--- config.mk ---
export PLATFORM = sky130hd
export DESIGN_NAME = imem_prog
export DESIGN_NICKNAME = d
export VERILOG_FILES = /design/src/rtl/imem_prog.sv
export SDC_FILE = /design/constraint.sdc
export NUM_CORES = 1
export LEC_CHECK = 0
export ABC_AREA = 1
export BUFFER_PORTS_ARGS = -buffer_cell sky130_fd_sc_hd__buf_4
export CORE_ASPECT_RATIO = 0.8
export CORE_UTILIZATION = 25
export CTS_CLUSTER_DIAMETER = 60
export DETAILED_ROUTE_END_ITERATION = 7
export SLEW_MARGIN = 25
export SYNTH_ARGS = -nofsm -noshare
export SYNTH_HDL_FRONTEND = slang
export SYNTH_SLANG_ARGS = --single-unit
--- constraint.sdc ---
create_clock -name clk -period 4.9 [get_ports clk]
set_input_delay 0.98 -clock clk [delete_from_list [all_inputs] [get_ports clk]]
set_output_delay 0.98 -clock clk [all_outputs]
set_load 0.05 [all_outputs]
--- src/rtl/imem_prog.sv ---
// ---------------------------------------------------------------------------
// imem_prog -- loadable instruction memory for the ASIP fetch stage.
//
// After reset a CLEAR sweep zeroes every word (all-zero encodes a NOP). In
// PROG the loader port writes one word per cycle. In RUN the block serves
// registered, stallable fetches at byte-addressed PCs. It flags misaligned
// and out-of-range fetches and returns 0 for them.
//
// Parameters
//   DATA_W  instruction word width
//   PC_W    fetch (byte) address width
//   DEPTH   number of words, DEPTH <= 2**(PC_W-2)
//   AW      word-index width, derived from DEPTH
//
// Ports
//   clk          in   system clock, rising edge
//   reset        in   asynchronous, active-high reset
//   prog_en      in   request program mode
//   prog_we      in   write strobe, honoured only in PROG
//   prog_addr    in   word index to write
//   prog_data    in   word to write
//   fetch_req    in   fetch request, honoured only in RUN
//   fetch_addr   in   byte address (PC)
//   stall        in   hold fetch outputs, ignore fetch_req
//   fetch_data   out  fetched instruction
//   fetch_valid  out  fetch_data/fetch_fault belong to an accepted request
//   fetch_fault  out  accepted fetch was misaligned or out of range
//   ready        out  high while in RUN
//   mode         out  state: 0 CLEAR, 1 PROG, 2 RUN
//
// Handshake: a fetch is accepted at a rising edge where the block is in RUN,
// prog_en=0, fetch_req=1 and stall=0. The result is on the outputs one cycle
// later. stall=1 freezes fetch_data/fetch_valid/fetch_fault in every state.
// ---------------------------------------------------------------------------
module imem_prog #(
    parameter  int DATA_W = 17,
    parameter  int PC_W   = 8,
    parameter  int DEPTH  = 64,
    localparam int AW     = $clog2(DEPTH)
) (
    input  logic              clk,
    input  logic              reset,
    input  logic              prog_en,
    input  logic              prog_we,
    input  logic [AW-1:0]     prog_addr,
    input  logic [DATA_W-1:0] prog_data,
    input  logic              fetch_req,
    input  logic [PC_W-1:0]   fetch_addr,
    input  logic              stall,
    output logic [DATA_W-1:0] fetch_data,
    output logic              fetch_valid,
    output logic              fetch_fault,
    output logic              ready,
    output logic [1:0]        mode
);

    typedef enum logic [1:0] {
        ST_CLEAR = 2'd0,
        ST_PROG  = 2'd1,
        ST_RUN   = 2'd2
    } state_t;

    localparam logic [AW-1:0] LAST_IDX = AW'(DEPTH - 1);

    state_t            state;
    state_t            state_next;
    logic [AW-1:0]     clr_cnt;
    logic [DATA_W-1:0] mem [DEPTH];

    // Fetch decode
    logic [PC_W-3:0] index;
    logic            misaligned;
    logic            oor;
    logic            fault;
    logic            accept;
    logic            wr_ok;

    assign index      = fetch_addr[PC_W-1:2];
    assign misaligned = (fetch_addr[1:0] != 2'b00);
    assign oor        = (32'(index) >= 32'(DEPTH));
    assign fault      = misaligned | oor;

    // A fetch seen on the same edge that RUN leaves for PROG is dropped.
    assign accept = (state == ST_RUN) && !prog_en && fetch_req && !stall;

    // Writes beyond DEPTH are only reachable for non-power-of-two depths.
    assign wr_ok = (state == ST_PROG) && prog_we &&
                   (32'(prog_addr) < 32'(DEPTH));

    // ------------------------------------------------------------------
    // State register
    // ------------------------------------------------------------------
    always_ff @(posedge clk or posedge reset) begin
        if (reset) begin
            state   <= ST_CLEAR;
            clr_cnt <= '0;
        end else begin
            state <= state_next;
            if (state == ST_CLEAR) begin
                clr_cnt <= clr_cnt + AW'(1);
            end else begin
                clr_cnt <= '0;
            end
        end
    end

    // ------------------------------------------------------------------
    // Next-state logic
    // ------------------------------------------------------------------
    always_comb begin
        state_next = state;
        case (state)
            ST_CLEAR: begin
                if (clr_cnt == LAST_IDX) begin
                    state_next = prog_en ? ST_PROG : ST_RUN;
                end
            end
            ST_PROG: begin
                if (!prog_en) begin
                    state_next = ST_RUN;
                end
            end
            ST_RUN: begin
                if (prog_en) begin
                    state_next = ST_PROG;
                end
            end
            default: state_next = ST_CLEAR;
        endcase
    end

    // ------------------------------------------------------------------
    // Storage: no reset of its own, the CLEAR sweep zeroes it.
    // ------------------------------------------------------------------
    always_ff @(posedge clk) begin
        if (state == ST_CLEAR) begin
            mem[clr_cnt] <= '0;
        end else if (wr_ok) begin
            mem[prog_addr] <= prog_data;
        end
    end

    // ------------------------------------------------------------------
    // Registered fetch outputs
    // ------------------------------------------------------------------
    always_ff @(posedge clk or posedge reset) begin
        if (reset) begin
            fetch_data  <= '0;
            fetch_valid <= 1'b0;
            fetch_fault <= 1'b0;
        end else if (!stall) begin
            if (accept) begin
                fetch_data  <= fault ? '0 : mem[index[AW-1:0]];
                fetch_valid <= 1'b1;
                fetch_fault <= fault;
            end else begin
                // fetch_data keeps the last fetched word
                fetch_valid <= 1'b0;
                fetch_fault <= 1'b0;
            end
        end
    end

    assign ready = (state == ST_RUN);
    assign mode  = state;

endmodule

==> flow_metrics.tcl <==
set metrics [dict create \
    synth_ff_type "edfxtp_1" \
    powerDensity_nw_per_um2 413 \
    cpMostUsedCell "buf_4" \
    stdcell_area_um2 52700 \
    ctsLongestPathBuffers 3 \
    ys_seq_area_share_pct 73.4 \
    cts.htree.levels 3 \
    setup_ws_ns 1.49 \
    drc_errors 0 \
    fin_worst_skew_ns 0.0370 \
    finalHoldViolations 0 \
    critical-path-top-delay-family "simple AND/OR/NAND/NOR gates" \
    grt_max_degree 201 \
    crit_chain "inv_2, nand3_2, buf_4, nand2_1, nand3_1, nor2_1, buf_4" \
    yosysTopAreaCell "edfxtp_1" \
    timing.fmax_mhz 293 \
    synth.distinct_cells 25 \
    hp-class "in2async" \
    post_cts_buffers 0 \
    leakage_nw 19.0 \
    ys_ff_latch 1115 \
    synth_area_um2 45400 \
    dieArea_um2 183000 \
    final_nets 3994 \
    critPathKind "reg2reg" \
    peakVddDrop_mv 0.268 \
    gp_congestion 0.863 \
    cts_hold_buf 0 \
    antenna_found_initial 1 \
    root_buffer "clkbuf_16" \
    setup_viol 0 \
    grt_pass1_wl_um 188000 \
    final_core_util_pct 29.3 \
    cp_data_required_time_ns 5.28 \
    period_needed_ns 3.41 \
    wire_per_inst_um 20.0 \
    rsz0062_at_grt "false" \
    port_buffers 58 \
    worstSkewPairLatency_ns 0.72 \
    crit_path_max_incr_delay_ns 0.81 \
    track_usage_pct 13.7 \
    place_area_um2 49000 \
    synth_edf_count 1088 \
    vias 29918 \
    fp-row-count 139 \
    die_h_um 383 \
    layout-drive-gt1-share_pct 10.3 \
    ys_top_cells_by_count "1445 x nand2_1, 1088 x edfxtp_1, 926 x nand3_1, 123 x buf_2, 88 x nor2_1" \
    r2r_slack_ns 1.49 \
    area_growth_pct 15.9 \
    dp_hpwl_um 74800 \
    routed_wl_um 129000 \
    worstSetupStartpointType "flip-flop" \
    cts_tree "yes" \
    cts_buffers 108 \
    dp_slack_ns 0.983 \
    core_um2 180000 \
    critPathSlowestCell "nand3_1" \
    grt-ovfl-total 0 \
    tightestPinTransition_ns 1.07 \
    drtIter0Drc 3609 \
    die_w_um 479 \
    firstDrtPassIters 5 \
    netlist_top_cells_area "edfxtp_1 72%, nand2_1 12%, nand3_1 10%, dfrtp_1 1.5%, buf_2 1.4%" \
    ioPinCount 59 \
    yosysTopAreaCellShare_pct 71.9 \
    min_period_over_period_pct 69.6 \
    synth_fp_nets 3931 \
    max_slew_margin_pct 28.7 \
    drv_slew 0 \
    clock_sinks 1115 \
    ant_nets 0 \
    grt_pass1_vias 27677 \
    yosys_warnings 0 \
    crit_path_end_kind "flip-flop" \
    syn_inst 3893 \
    synth-async-reset-ratio_pct 2.42 \
    synth.most_common_cell "nand2_1" \
    start_util_pct 25.2 \
    vias_per_cell 4.64 \
    critPathMaxFanout 23 \
    fin_tns_setup_ns 0 \
    cts_resized 0 \
    cap_violations 0 \
    syn_avg_cell_area_um2 11.7 \
    clk_pin_slew_ns 0.07 \
    status "finished, final reports clean" \
    crit_buf_inv 3 \
    crit_arrival_ns 3.79 \
]
[worst min-delay path: cells and delay by family]
family | cells | cell delay (ns)
buffers and inverters | 3 | 0.57
[through the flow]
stage	power, mW	hold WS (ns)	instances
floorplan	12.4	0.454	3893
global placement	13.4	0.474	6242
detailed placement	13.4	0.478	6242
CTS	21.9	0.391	6445
global route	22.4	0.425	6446
finish	21.7	0.419	6447
[report_power, final]
part	internal, mW	total [mW]	leakage (nW)	switching [mW]
logic	0.500	2.19	6.85	1.69
registers	10.9	11.0	10.4	0.128
clock network	4.91	8.52	1.76	3.61
[cell families (layout without fill, tap and decap cells)]
| kind of cell | count (synthesis) | count (layout) | synth area share, % |
|---|---|---|---|
| simple gates | 2479 | 2479 | 23.2 |
| flops | 1115 | 1115 | 73.4 |
| buf+inv | 285 | 441 | 3.15 |
| compound gates | 13 | 13 | 0.152 |
| fa+ha+maj | 1 | 1 | 0.0275 |
| other cells | 0 | 1 | 0 |
[path summary, 6_finish.rpt]
| path | from | endpoint | cells past startpoint |
|---|---|---|---|
| max | mode[1] | mem[49][2] | 7 |
| min | reset | fetch_data[5] | 3 |
| max reg2reg | mode[1] | mem[49][2] | 7 |
| min reg2reg | fetch_data[11] | fetch_data[11] | 2 |
| max in group asynchronous | reset | fetch_data[13] | 3 |
| min in group clk | prog_en | mode[1] | 2 |
[layout by cell type, fill, tap and decap left out, types with 6 or more instances in the layout]
master        n
nand2_1    1445
edfxtp_1   1088
nand3_1     926
buf_4       182
clkbuf_16   112
nor2_1       52
inv_1        33
dfrtp_1      27
clkinv_1     26
clkinv_2     20
clkbuf_1     20
nor2_2       19
nor2_4       17
bufinv_16    13
buf_12       11
nor4_2        6
nand4_2       6
[layer usage]
| layer | track usage (%) | wire (um) |
|---|---|---|
| met1 | 20.3 | 57600 |
| met2 | 19.9 | 55500 |
| met3 | 2.77 | 11800 |
| met4 | 4.42 | 3770 |
| met5 | 0 | 0 |
[layout make-up]
cell class | instances | area [um^2]
clock buffer | 135 | 2920
tap | 2397 | 3000
inverter | 42 | 185
clock inverter | 68 | 703
antenna | 1 | 2.50
timing repair buffer | 196 | 1640
fill | 18212 | 127000
multi-input combinational | 2493 | 10900
sequential | 1115 | 33300
[flip-flops by register name, summed over array words and instances, names as in the netlist]
name and count:
mem 1088, fetch_data 17, clr_cnt 6, mode 2, fetch_fault 1, fetch_valid 1
(Power assumes the default switching activity.)
